### config.mk
export PLATFORM = sky130hd
export DESIGN_NAME = rr_adder_arbiter
export DESIGN_NICKNAME = d
export VERILOG_FILES = /design/src/rtl/rr_adder_arbiter.sv
export SDC_FILE = /design/constraint.sdc
export NUM_CORES = 1
export LEC_CHECK = 0
export CORE_MARGIN = 3
export CORE_UTILIZATION = 45
export DETAILED_ROUTE_END_ITERATION = 12
export PLACE_DENSITY = 0.71
export SLEW_MARGIN = 10
export SYNTH_ARGS = -nofsm -noshare
export SYNTH_HDL_FRONTEND = slang
export SYNTH_SLANG_ARGS = --single-unit
export TNS_END_PERCENT = 10
### constraint.sdc
create_clock -name clk -period 3.05 [get_ports clk]
set_input_delay 0.915 -clock clk [delete_from_list [all_inputs] [get_ports clk]]
set_output_delay 0.915 -clock clk [all_outputs]
set_load 0.05 [all_outputs]
### src/rtl/rr_adder_arbiter.sv
// ---------------------------------------------------------------------------
// rr_adder_arbiter
//
// Shares one fixed-point adder among N requesters. While idle it picks a
// winner with a rotating priority: requests strictly below the last granted
// index go first, with the highest such index winning. If there are none, the
// search wraps around to the highest requesting index overall, so service
// rotates downward (7,6,...,0,7,...). The grant is registered together with a
// one-cycle start pulse. It is held until the adder reports done, or until
// the watchdog forces a release.
//
// Ports
//   clk        rising-edge clock
//   reset      asynchronous, active-high reset
//   req        [N-1:0]    request vector, bit i = requester i wants the adder
//   done       adder completion pulse; accepted from the cycle after start
//   gnt        [N-1:0]    one-hot grant, all zero when idle
//   gnt_idx    [IDXW-1:0] binary index of the granted requester, 0 when idle
//   gnt_valid  a grant is active (same as |gnt)
//   start      one-cycle pulse in the first grant cycle
//   timeout    one-cycle pulse when the watchdog forces a release
//
// All outputs come straight from flops. None of them depends
// combinationally on req or done.
// ---------------------------------------------------------------------------
module rr_adder_arbiter #(
   parameter int N       = 8,
   parameter int IDXW    = $clog2(N),
   parameter int TIMEOUT = 64
) (
   input  logic            clk,
   input  logic            reset,
   input  logic [N-1:0]    req,
   input  logic            done,
   output logic [N-1:0]    gnt,
   output logic [IDXW-1:0] gnt_idx,
   output logic            gnt_valid,
   output logic            start,
   output logic            timeout
);

   // Watchdog counter width and its terminal (saturation) value.
   localparam int             WDW    = $clog2(TIMEOUT);
   localparam logic [WDW-1:0] WD_MAX = WDW'(TIMEOUT - 1);

   typedef enum logic {
      IDLE  = 1'b0,
      GRANT = 1'b1
   } state_t;

   state_t          state_r;
   state_t          state_nxt_s;
   logic [N-1:0]    gnt_r;
   logic [N-1:0]    gnt_nxt_s;
   logic [IDXW-1:0] gnt_idx_r;
   logic [IDXW-1:0] gnt_idx_nxt_s;
   logic            gnt_valid_r;
   logic            gnt_valid_nxt_s;
   logic            start_r;
   logic            start_nxt_s;
   logic            timeout_r;
   logic            timeout_nxt_s;
   logic [IDXW-1:0] ptr_r;
   logic [IDXW-1:0] ptr_nxt_s;
   logic [WDW-1:0]  wd_r;
   logic [WDW-1:0]  wd_nxt_s;

   logic [N-1:0]    masked_s;
   logic [IDXW-1:0] win_idx_s;
   logic            done_ok_s;
   logic            expire_s;
   logic            release_s;

   // Bits strictly below position p set, all others clear.
   function automatic logic [N-1:0] below_mask(input logic [IDXW-1:0] p);
      logic [N-1:0] m;
      m = {N{1'b0}};
      for (int i = 0; i < N; i++) begin
         if (i < int'(p)) begin
            m[i] = 1'b1;
         end else begin
            m[i] = 1'b0;
         end
      end
      return m;
   endfunction

   // Index of the highest set bit; 0 when v is empty (callers guard that case).
   function automatic logic [IDXW-1:0] top_index(input logic [N-1:0] v);
      logic [IDXW-1:0] idx;
      idx = {IDXW{1'b0}};
      for (int i = 0; i < N; i++) begin
         if (v[i]) begin
            idx = IDXW'(i);
         end else begin
            idx = idx;
         end
      end
      return idx;
   endfunction

   // One-hot decode of a binary index.
   function automatic logic [N-1:0] onehot(input logic [IDXW-1:0] idx);
      logic [N-1:0] v;
      v = {N{1'b0}};
      for (int i = 0; i < N; i++) begin
         if (IDXW'(i) == idx) begin
            v[i] = 1'b1;
         end else begin
            v[i] = 1'b0;
         end
      end
      return v;
   endfunction

   // Rotating winner search: requests below ptr first, otherwise wrap to the top.
   always_comb begin
      masked_s = req & below_mask(ptr_r);
      if (masked_s != {N{1'b0}}) begin
         win_idx_s = top_index(masked_s);
      end else begin
         win_idx_s = top_index(req);
      end
   end

   // Release qualifiers. A done pulse arriving in the start cycle is dropped,
   // and a real done wins over a simultaneous watchdog expiry.
   always_comb begin
      done_ok_s = done & ~start_r;
      expire_s  = (wd_r == WD_MAX);
      release_s = done_ok_s | expire_s;
   end

   // Next-state and next-output logic for the IDLE/GRANT controller.
   always_comb begin
      state_nxt_s   = state_r;
      gnt_nxt_s     = gnt_r;
      gnt_idx_nxt_s = gnt_idx_r;
      start_nxt_s   = 1'b0;
      timeout_nxt_s = 1'b0;
      ptr_nxt_s     = ptr_r;
      wd_nxt_s      = wd_r;

      case (state_r)
         IDLE: begin
            if (req != {N{1'b0}}) begin
               state_nxt_s   = GRANT;
               gnt_nxt_s     = onehot(win_idx_s);
               gnt_idx_nxt_s = win_idx_s;
               start_nxt_s   = 1'b1;
               wd_nxt_s      = {WDW{1'b0}};
            end else begin
               state_nxt_s   = IDLE;
            end
         end

         GRANT: begin
            if (release_s) begin
               // The pointer remembers who just finished, so the next search
               // starts below it.
               state_nxt_s   = IDLE;
               gnt_nxt_s     = {N{1'b0}};
               gnt_idx_nxt_s = {IDXW{1'b0}};
               ptr_nxt_s     = gnt_idx_r;
               wd_nxt_s      = {WDW{1'b0}};
               timeout_nxt_s = expire_s & ~done_ok_s;
            end else if (wd_r != WD_MAX) begin
               wd_nxt_s      = wd_r + WDW'(1);
            end else begin
               wd_nxt_s      = wd_r;
            end
         end

         default: begin
            state_nxt_s   = IDLE;
            gnt_nxt_s     = {N{1'b0}};
            gnt_idx_nxt_s = {IDXW{1'b0}};
            ptr_nxt_s     = {IDXW{1'b0}};
            wd_nxt_s      = {WDW{1'b0}};
         end
      endcase

      gnt_valid_nxt_s = (gnt_nxt_s != {N{1'b0}});
   end

   // State and output registers; reset abandons any grant without a timeout.
   always_ff @(posedge clk or posedge reset) begin
      if (reset) begin
         state_r     <= IDLE;
         gnt_r       <= {N{1'b0}};
         gnt_idx_r   <= {IDXW{1'b0}};
         gnt_valid_r <= 1'b0;
         start_r     <= 1'b0;
         timeout_r   <= 1'b0;
         ptr_r       <= {IDXW{1'b0}};
         wd_r        <= {WDW{1'b0}};
      end else begin
         state_r     <= state_nxt_s;
         gnt_r       <= gnt_nxt_s;
         gnt_idx_r   <= gnt_idx_nxt_s;
         gnt_valid_r <= gnt_valid_nxt_s;
         start_r     <= start_nxt_s;
         timeout_r   <= timeout_nxt_s;
         ptr_r       <= ptr_nxt_s;
         wd_r        <= wd_nxt_s;
      end
   end

   assign gnt       = gnt_r;
   assign gnt_idx   = gnt_idx_r;
   assign gnt_valid = gnt_valid_r;
   assign start     = start_r;
   assign timeout   = timeout_r;

endmodule

* Yosys cells after proc, flatten, opt, wreduce, memory -nomap -nowiden *
Index checks and enable logic that the tools add are counted.

storage, ports and cells
  logic and storage cells = 88
  register bits = 24
  output and inout bits = 14

operators by class
  multiplexer cells = 46
  eq/ne operators = 12
  reductions and logical operators = 7
  bitwise operators = 7
  order comparisons = 7
  add/subtract/negate cells = 1

operator list
  kind                   number
  $mux W3                15
  $reduce_bool A8 Y1     3
  $mux W1                22
  $mux W6                3
  $mux W8                2
  $pmux W8 S2            1
  $eq A3 B3 Y1 const A   4
  $pmux W6 S2            1
  $lt A3 B3 Y1 const A   3
  $and A8 B7 Y8          1
  $add A6 B1 Y6 const B  1
  $eq A2 B3 Y1 const A   2
  $eq A6 B6 Y1 const B   1
  $lt A1 B3 Y1 const A   2
  $lt A2 B3 Y1 const A   2
  $ne A6 B6 Y1 const B   1
  $pmux W3 S2            1
  $reduce_and A2 Y1      3
  $eq A1 B3 Y1 const A   1
  $logic_not A3 Y1       1
  $ne A3 B1 Y1 const B   1
  $not A1 Y1             3
  $and A1 B1 Y1          2
  $ne A2 B1 Y1 const B   1
  3 further kinds        3

* Logic depth before layout (Yosys ltp) *
Gate-level depths: netlist of the first run.

  word-level depth = 16
  mapped depth = 7
  depth with buffers taken out = 6

* Worst setup path before layout of the first run *
Ideal clock, no wire load.

  path kind = input to register
  start = input port req[4]
  end = register gnt_r[0] (netlist: gnt[0])
  setup slack = 0.953 ns
  data required time = 2.928 ns
  cell stages on the path = 6
  data arrival time = 1.975 ns
  cells stage by stage = buf_6 mux2_2 a32o_1 a22oi_2 a21oi_2 a32o_1

on the way
  longest elaborated chain between the ends = 10
  elaborated cells on any way between the ends = 16

ends and longest elaborated chain
  element                 line  RTL
  start: declaration      33    input logic [N-1:0] req,
  $and A8 B7 Y8           118   masked_s = req & below_mask(ptr_r);
  $mux W3 (4 in series)   93    if (v[i]) begin
  $mux W3                 119   if (masked_s != {N{1'b0}}) begin
  $logic_not A3 Y1        107   if (IDXW'(i) == idx) begin
  $mux W1                 107
  $mux W8 (*)             146   if (req != {N{1'b0}}) begin
  $pmux W8 S2 (*)         144   case (state_r)
  named net gnt_nxt_s[0]  54    logic [N-1:0] gnt_nxt_s;
  end signal: assignment  190   gnt_r <= {N{1'b0}};
  end signal: assignment  199   gnt_r <= gnt_nxt_s;
  end: declaration        53    logic [N-1:0] gnt_r;

The timed path passes the listed nets; every way through them passes the cells marked *.
A chain may end at the register's enable or synchronous reset.

* Worst setup path in the final report of the first run *
  start = register gnt_r[6] (netlist: gnt[6])
  end = output port gnt[6]

RTL lines
  element           line  RTL
  end: declaration  35    output logic [N-1:0] gnt,

No word-level cell between the ends.

==> flow_summary.json, run 1 <==
{
  "critPathLaunchType": "flip-flop",
  "nets": 167,
  "grt_pass1_wl_mm": 4.912,
  "synth_seq_cells": 24,
  "hold_depth": 1,
  "cp_slowest_cell": "clkdlybuf4s50_1",
  "max-vdd-ir-drop_uv": 774.3,
  "rsz0062_at_grt": "false",
  "cts.reportedPaths.clkPinSlew_ns": 0.13,
  "antenna_found_initial": 0,
  "crit_required_ns": 2.13,
  "async_reset_ff_share_pct": 100.0,
  "stdcell_area_sq_mm": 0.001562,
  "worstSetupPathType": "flip-flop to primary output",
  "fin_util_pct": 61.36,
  "n_antenna_cell": 0,
  "yosysMostFrequentCell": "dfrtp_1",
  "critPathMaxFanout": 3,
  "final_hold_viol_count": 0,
  "crit_family": "buffers and inverters",
  "cts_buffers": 3,
  "clock-sinks": 24,
  "grt-ovfl-total": 0,
  "synth-seq-area-share_pct": 48.14,
  "dpl.hpwl_mm": 2.105,
  "crit_arrival_ns": 1.55,
  "root_buffer": "clkbuf_4",
  "crit_path_max_incr_delay_ns": 0.82,
  "synth_top_area_share_pct": 48.14,
  "syn_nets": 140,
  "clock_skew_ns": 0.006542,
  "status": "complete, no violations",
  "r2r-end": "gnt[2]$_DFF_PP0_",
  "synth_edf_count": 0,
  "drt-total-wl_mm": 2.821,
  "cts_setup_buffers": 0,
  "rows": 18,
  "synthTopCellsByCount": "dfrtp_1 (24), nand2_1 (15), nor2_1 (13)",
  "synth_area_sq_mm": 0.001247,
  "die_h_um": 58.65,
  "gp_congestion": 0.9031,
  "drv_slew": 0,
  "regArea_sq_um": 600.6,
  "period_share_pct": 80.89,
  "grt_max_degree": 25,
  "fin_setup_tns_ns": 0,
  "synth.area.top_cells": "dfrtp_1 (48%), a32o_1 (7.2%), o21ai_0 (4.8%)",
  "setup_viol": 0,
  "vias": 1069,
  "p_leak_nw": 0.6695,
  "drt_iter0_drc": 66,
  "cts_buffer_depth": 2,
  "drc": 0,
  "powerDensity_mw_per_mm2": 930.1,
  "die_w_um": 58.65,
  "syn_area_per_cell_sq_um": 9.746,
  "clk_latency_ns": 0.31,
  "wl_per_cell_um": 15.33,
  "fill_cells": 223,
  "track_usage_pct": 18.48,
  "core_area_sq_mm": 0.002545,
  "cts_resized": 0,
  "holdWs_ns": 0.5208,
  "cts_tree": "done",
  "dr.pass1.iters": 4,
  "hold_buffers": 0,
  "post-route-min-period_ns": 2.467,
  "via_per_inst": 5.810,
  "ios": 25,
  "start_util_pct": 49.02,
  "reg2reg_from": "ptr_r[1]$_DFFE_PP0P_",
  "relSlewSlack_pct": 66.82,
  "cp.depth": 1,
  "yosys.area.top_type": "dfrtp_1",
  "ys.flop_type": "dfrtp_1",
  "syn_to_final_growth_pct": 25.18,
  "crit_end": "gnt[6]",
  "stdcell_count": 184,
  "grt_pass1_vias": 1067,
  "ant_nets": 0,
  "maxCapViolCount": 0,
  "multi_input_area_sq_um": 596.8,
  "path_cells": "clkdlybuf4s50_1",
  "yosys_warnings": 0,
  "worst_pin_slew_ns": 0.4926,
  "ff2ff_path_depth": 5,
  "cp-startpoint": "gnt[6]$_DFF_PP0_",
  "path_buf_inv": 1,
  "htree_levels": 1,
  "ff2ff_setup_slack_ns": 1.18,
  "critPathCaptureType": "primary output",
  "drive_gt1_share_pct": 10.39,
  "dpl.cell_count": 180,
  "hp-class": "flip-flop to flip-flop",
  "die_area_sq_mm": 0.003440,
  "synth_cells": 128,
  "placed_area_sq_mm": 0.001509,
  "fmax_mhz": 405.3,
  "portBuffers": 24,
  "ys_types": 35
}
worst min-delay path by stage:
| stage | startpoint | endpoint | slack [ns] |
|---|---|---|---|
| floorplan | wd_r[3]$_DFFE_PP0P_ | wd_r[3]$_DFFE_PP0P_ | 0.48 |
| global placement | gnt_idx[2]$_DFFE_PP0P_ | gnt_idx[2]$_DFFE_PP0P_ | 0.49 |
| detailed placement | gnt_idx[2]$_DFFE_PP0P_ | gnt_idx[2]$_DFFE_PP0P_ | 0.49 |
| CTS | gnt_idx[2]$_DFFE_PP0P_ | gnt_idx[2]$_DFFE_PP0P_ | 0.53 |
| global route | gnt_idx[2]$_DFFE_PP0P_ | gnt_idx[2]$_DFFE_PP0P_ | 0.55 |
| finish | gnt_idx[2]$_DFFE_PP0P_ | gnt_idx[2]$_DFFE_PP0P_ | 0.52 |
worst reg2reg max path, stage by stage, from the launching register on:
cell and delay [ns]:
dfrtp_1 0.56, mux2_2 0.39, a32o_1 0.22, a22oi_2 0.25, a21oi_2 0.10, a32o_1 0.25
routing by layer:
layer	vias to the layer above	GRT usage, %	routed length, um
met5	-	0	0
met4	0	6.149	24
met3	2	2.412	79
met2	22	28.39	1299
met1	520	26.99	1417
li1	525	-	-
placed cells by master, fill, tap and decap left out, drive strengths merged, types with 2 or more instances in the layout:
master / count
o211ai: 4
nor2: 13
nand2: 15
mux2: 4
nand2b: 2
dfrtp: 24
clkdlybuf4s50: 24
a32o: 9
nand3: 4
inv: 5
o31ai: 4
nor2b: 2
clkbuf: 3
nor4: 3
a21oi: 7
a21o: 2
o21ai: 14
buf: 2
layout make-up:
class	instances	share of cell area, %
Tap cell	30	2.404
Clock buffer	3	1.442
Sequential cell	24	38.46
Multi-Input combinational cell	95	38.22
Timing Repair Buffer	26	16.35
Inverter	5	1.202
Clock inverter	1	1.923
metrics by stage:
stage	setup WS [ns]	power, mW
2_1_floorplan	0.9530	1.008
3_3_place_gp	0.3265	1.225
3_5_place_dp	0.3087	1.230
4_1_cts	0.5701	1.460
5_1_grt	0.4356	1.551
6_report	0.5829	1.452
logic make-up (layout without fill, tap and decap cells):
family / after synthesis / after routing / synth area share [%]
flops: 24 / 24 / 48.14
simple gates: 43 / 43 / 15.95
compound gates: 46 / 46 / 26.58
mux: 4 / 4 / 3.611
xor+xnor: 1 / 1 / 0.7022
buf+inv: 9 / 35 / 4.011
fa+ha+maj: 1 / 1 / 1.003
flip-flops by register name (all words and copies together) (netlist names):
register and count:
gnt 8, gnt_idx 3, gnt_valid 1, ptr_r 3, start 1, state_r 1, timeout 1, wd_r 6
where the power goes:
part	total [mW]	internal (mW)	leakage, nW	switching [mW]
sequential	0.508	0.403	0.318	0.105
combinational	0.717	0.267	0.323	0.450
clock	0.227	0.133	0.0279	0.0943
Power figures use the tool's default switching activity.
==> run 2, diff against run 1 <==
- PLACE_DENSITY: 0.71 -> 0.74
- clock period: 3.05 -> 2.12 ns (I/O delays scaled with it)
==> flow_summary.json, run 2 (same netlist as run 1, synthesis figures left out) <==
{
  "gp_congestion": 0.9336,
  "syn_to_final_growth_pct": 27.38,
  "drv_slew": 0,
  "drt_iter0_drc": 36,
  "critPathCaptureType": "flip-flop",
  "largest_reg_flops": 8,
  "via_per_inst": 5.791,
  "ios": 25,
  "drc": 0,
  "final_cell_mix": "dfrtp_1 (24), buf_4 (22), nand2_1 (15)",
  "relSlewSlack_pct": 65.17,
  "dr.pass1.iters": 4,
  "root_buffer": "clkbuf_4",
  "cts.reportedPaths.clkPinSlew_ns": 0.12,
  "worstSetupPathType": "primary input to flip-flop",
  "die_area_sq_mm": 0.003440,
  "final_common_cell": "dfrtp_1",
  "max-vdd-ir-drop_uv": 965.8,
  "grt-ovfl-total": 0,
  "period_share_pct": 98.09,
  "ff2ff_setup_slack_ns": 0.29,
  "cts_buffers": 3,
  "grt_pass1_wl_mm": 5.112,
  "ant_nets": 0,
  "path_common_cell": "a32o_1",
  "grt_pass1_vias": 1124,
  "crit_arrival_ns": 2.29,
  "start_util_pct": 49.02,
  "fin_util_pct": 62.44,
  "drive_gt1_share_pct": 23.60,
  "die_w_um": 58.65,
  "fill_cells": 231,
  "nets": 175,
  "worst_pin_slew_ns": 0.5216,
  "drt-total-wl_mm": 3.029,
  "fmax_mhz": 480.9,
  "crit_required_ns": 2.33,
  "path_cells": "clkdlybuf4s50_1 > mux2_2 > a32o_1 > a22oi_2 > a21oi_2 > a32o_1",
  "critPathMaxFanout": 6,
  "status": "complete, no violations",
  "crit_path_max_incr_delay_ns": 0.54,
  "cp_slowest_cell": "clkdlybuf4s50_1",
  "hp-class": "flip-flop to flip-flop",
  "maxCapViolCount": 0,
  "setup_viol": 0,
  "p_leak_nw": 0.7507,
  "rows": 18,
  "critPathLaunchType": "primary input",
  "cts_buffer_depth": 2,
  "powerDensity_mw_per_mm2": 1236,
  "n_antenna_cell": 0,
  "clock_skew_ns": 0.002521,
  "dpl.hpwl_mm": 2.296,
  "rsz0062_at_grt": "false",
  "hold_buffers": 0,
  "antenna_found_initial": 0,
  "clk_latency_ns": 0.31,
  "die_h_um": 58.65,
  "portBuffers": 24,
  "core_area_sq_mm": 0.002545,
  "wl_per_cell_um": 15.86,
  "clock-sinks": 24,
  "vias": 1106,
  "hold_depth": 1,
  "cts_tree": "done",
  "fin_setup_tns_ns": 0,
  "track_usage_pct": 19.14,
  "htree_levels": 1,
  "post-route-min-period_ns": 2.080,
  "ff2ff_path_depth": 5,
  "grt_max_degree": 25,
  "final_hold_viol_count": 0
}
-- run 2: timing repair --
action,4_1_cts,5_1_grt
gates resized for setup,0,7
endpoints found under the setup margin,0,12
setup buffers,0,0
-- run 2: worst paths after layout --
kind	from	endpoint
min in group asynchronous	reset	gnt_idx[0]$_DFFE_PP0P_
worst max-delay path	req[6]	gnt[2]$_DFF_PP0_
worst min register to register	wd_r[0]$_DFFE_PP0P_	wd_r[0]$_DFFE_PP0P_
worst max register to register	ptr_r[1]$_DFFE_PP0P_	gnt[2]$_DFF_PP0_
worst min-delay path	wd_r[0]$_DFFE_PP0P_	wd_r[0]$_DFFE_PP0P_
max in group asynchronous	reset	gnt[6]$_DFF_PP0_
-- run 2: layer usage --
layer,global-route usage (%),routed length (um)
met5,0,0
met4,2.913,10
met3,4.605,134
met2,33.01,1551
met1,24.96,1332
-- run 2: worst max-delay path: cells and delay by family --
kind	cells	cell delay, ns
AO/OA/AOI/OAI	4	0.78
buffers and inverters	1	0.54
multiplexers	1	0.33
-- run 2: power breakdown --
group / internal (mW) / total [mW] / switching, mW
combinational: 0.369 / 1.03 / 0.661
clock: 0.0664 / 0.192 / 0.125
sequential: 0.580 / 0.742 / 0.162
-- run 2: final cells by class --
| class | count | area, sq um | area share, % |
|---|---|---|---|
| clock buffer | 3 | 22.52 | 1.417 |
| inverter | 5 | 18.77 | 1.181 |
| multi-input combinational | 95 | 619.3 | 38.98 |
| sequential | 24 | 600.6 | 37.80 |
| tap | 30 | 37.54 | 2.362 |
| timing repair buffer | 34 | 290.3 | 18.27 |
-- run 2: through the flow --
stage	total power, mW	instances	hold WS [ns]	cell area [sq um]	worst slack [ns]
3_3_place_gp	1.747	188	0.5036	1539	-0.2895
2_1_floorplan	1.450	128	0.4822	1247	0.3020
4_1_cts	1.957	191	0.5404	1562	0.01757
3_5_place_dp	1.767	188	0.5198	1539	-0.2961
5_1_grt	2.080	191	0.5558	1589	0.01498
6_report	1.964	191	0.5392	1589	0.04039
==> run 3, diff against run 2 <==
- CORE_MARGIN: 3 -> 5
- CTS_BUF_LIST: unset -> sky130_fd_sc_hd__clkbuf_2 sky130_fd_sc_hd__clkbuf_4 sky130_fd_sc_hd__clkbuf_8
- PLACE_DENSITY: 0.74 -> 0.85
==> flow_summary.json, run 3 (same netlist as run 1, synthesis figures left out) <==
{
  "grt_pass1_wl_mm": 5.147,
  "crit_family": "simple AND/OR/NAND/NOR gates",
  "clock_skew_ns": 0.01461,
  "grt-ovfl-total": 0,
  "worstSetupPathType": "primary input to flip-flop",
  "clockPowerShare_pct": 15.7,
  "p_sw_share_pct": 45.78,
  "clk_latency_ns": 0.32,
  "power.switching_mw": 0.9727,
  "wl_per_cell_um": 15.69,
  "critPathLaunchType": "primary input",
  "max-vdd-ir-drop_uv": 1055,
  "cts_buffers": 3,
  "dpl.hpwl_mm": 2.252,
  "drc": 0,
  "cts_buffer_depth": 2,
  "start_util_pct": 46.03,
  "core_area_sq_mm": 0.002710,
  "critPathCaptureType": "flip-flop",
  "ant_nets": 0,
  "fmax_mhz": 504.3,
  "drt_iter0_drc": 25,
  "relSlewSlack_pct": 76.43,
  "reg2reg_from": "ptr_r[1]$_DFFE_PP0P_",
  "rows": 19,
  "post-route-min-period_ns": 1.983,
  "final_common_cell": "buf_4",
  "path_buf_inv": 1,
  "nets": 176,
  "p_int_mw": 1.152,
  "cp_slowest_cell": "clkdlybuf4s50_1",
  "multi_input_area_sq_um": 601.8,
  "dr.pass1.iters": 4,
  "dpl.cell_count": 190,
  "die_area_sq_mm": 0.003925,
  "via_per_inst": 5.722,
  "largest_reg_flops": 8,
  "n_antenna_cell": 0,
  "grt_max_degree": 25,
  "status": "complete, no violations",
  "drt-total-wl_mm": 3.043,
  "antenna_found_initial": 0,
  "ff2ff_setup_slack_ns": 0.30,
  "stdcell_count": 194,
  "cts_resized": 0,
  "gp_congestion": 0.9109,
  "crit_required_ns": 2.33,
  "crit_arrival_ns": 2.20,
  "p_seq_share_pct": 35.2,
  "p_leak_nw": 0.7572,
  "syn_to_final_growth_pct": 28.69,
  "hold_buffers": 0,
  "regArea_sq_um": 600.6,
  "final_hold_viol_count": 0,
  "cts_setup_buffers": 0,
  "vias": 1110,
  "critPathMaxFanout": 4,
  "fin_setup_tns_ns": 0,
  "maxCapViolCount": 0,
  "p_total_mw": 2.125,
  "die_w_um": 62.65,
  "clock-sinks": 24,
  "portBuffers": 24,
  "min_from": "wd_r[3]$_DFFE_PP0P_",
  "powerDensity_mw_per_mm2": 1324,
  "track_usage_pct": 16.16,
  "cts.reportedPaths.clkPinSlew_ns": 0.14,
  "cts_tree": "done",
  "crit_path_max_incr_delay_ns": 0.49,
  "path_cells": "clkdlybuf4s50_1 > nor4_2 > nand3_1 > nand2b_1 > nor3_2 > a32o_1",
  "ios": 25,
  "root_buffer": "clkbuf_4",
  "cp-startpoint": "req[7]",
  "period_share_pct": 93.54,
  "final_cell_mix": "buf_4 (25), dfrtp_1 (24), nand2_1 (15)",
  "fill_cells": 238,
  "drv_slew": 0,
  "htree_levels": 1,
  "hp-class": "flip-flop to flip-flop",
  "combinationalPowerShare_pct": 49.1,
  "worst_pin_slew_ns": 0.3536,
  "setup_viol": 0,
  "drive_gt1_share_pct": 24.54,
  "grt_pass1_vias": 1099,
  "rsz0062_at_grt": "false",
  "die_h_um": 62.65
}
==> run 3: metrics by stage <==
step / util [%] / hold WS (ns) / cell area [sq um] / setup WS (ns)
after CTS: 58.86 / 0.5409 / 1595 / 0.03701
after global placement: 56.93 / 0.5085 / 1543 / -0.2146
final: 59.23 / 0.5423 / 1605 / 0.1370
after floorplan: - / 0.4822 / 1247 / 0.3020
after global routing: 59.23 / 0.5646 / 1605 / 0.05201
after detailed placement: 56.93 / 0.5178 / 1543 / -0.2860
==> run 3: routing by layer <==
metal	global-route usage [%]	vias up	wire length (um)
met3	2.338	4	118
met2	26.81	30	1523
li1	-	546	-
met1	20.84	530	1347
met4	6.897	0	54
met5	0	-	0
==> run 3: final timing paths <==
path | cells past startpoint | to
max | 6 | gnt[0]$_DFF_PP0_
max reg2reg | 5 | gnt[0]$_DFF_PP0_
min | 1 | wd_r[3]$_DFFE_PP0P_
min reg2reg | 1 | wd_r[3]$_DFFE_PP0P_
max in group asynchronous | 3 | gnt[0]$_DFF_PP0_
min in group asynchronous | 3 | gnt[6]$_DFF_PP0_
==> run 3: final cells by class <==
cell class                 count  area share (%)
multi-input combinational     95           37.49
inverter                       5           1.169
sequential                    24           37.41
clock buffer                   3           1.403
timing repair buffer          35           18.24
clock inverter                 1           1.871
tap                           31           2.416
==> run 3: power by group through the flow <==
| stage | Sequential [mW] | Clock, mW | Combinational, mW |
|---|---|---|---|
| finish | 0.748 | 0.333 | 1.04 |
| global route | 0.768 | 0.356 | 1.13 |
| CTS | 0.742 | 0.338 | 1.03 |
| detailed placement | 0.748 | 0 | 1.03 |
| global placement | 0.740 | 0 | 1.01 |
| floorplan | 0.984 | 0 | 0.466 |
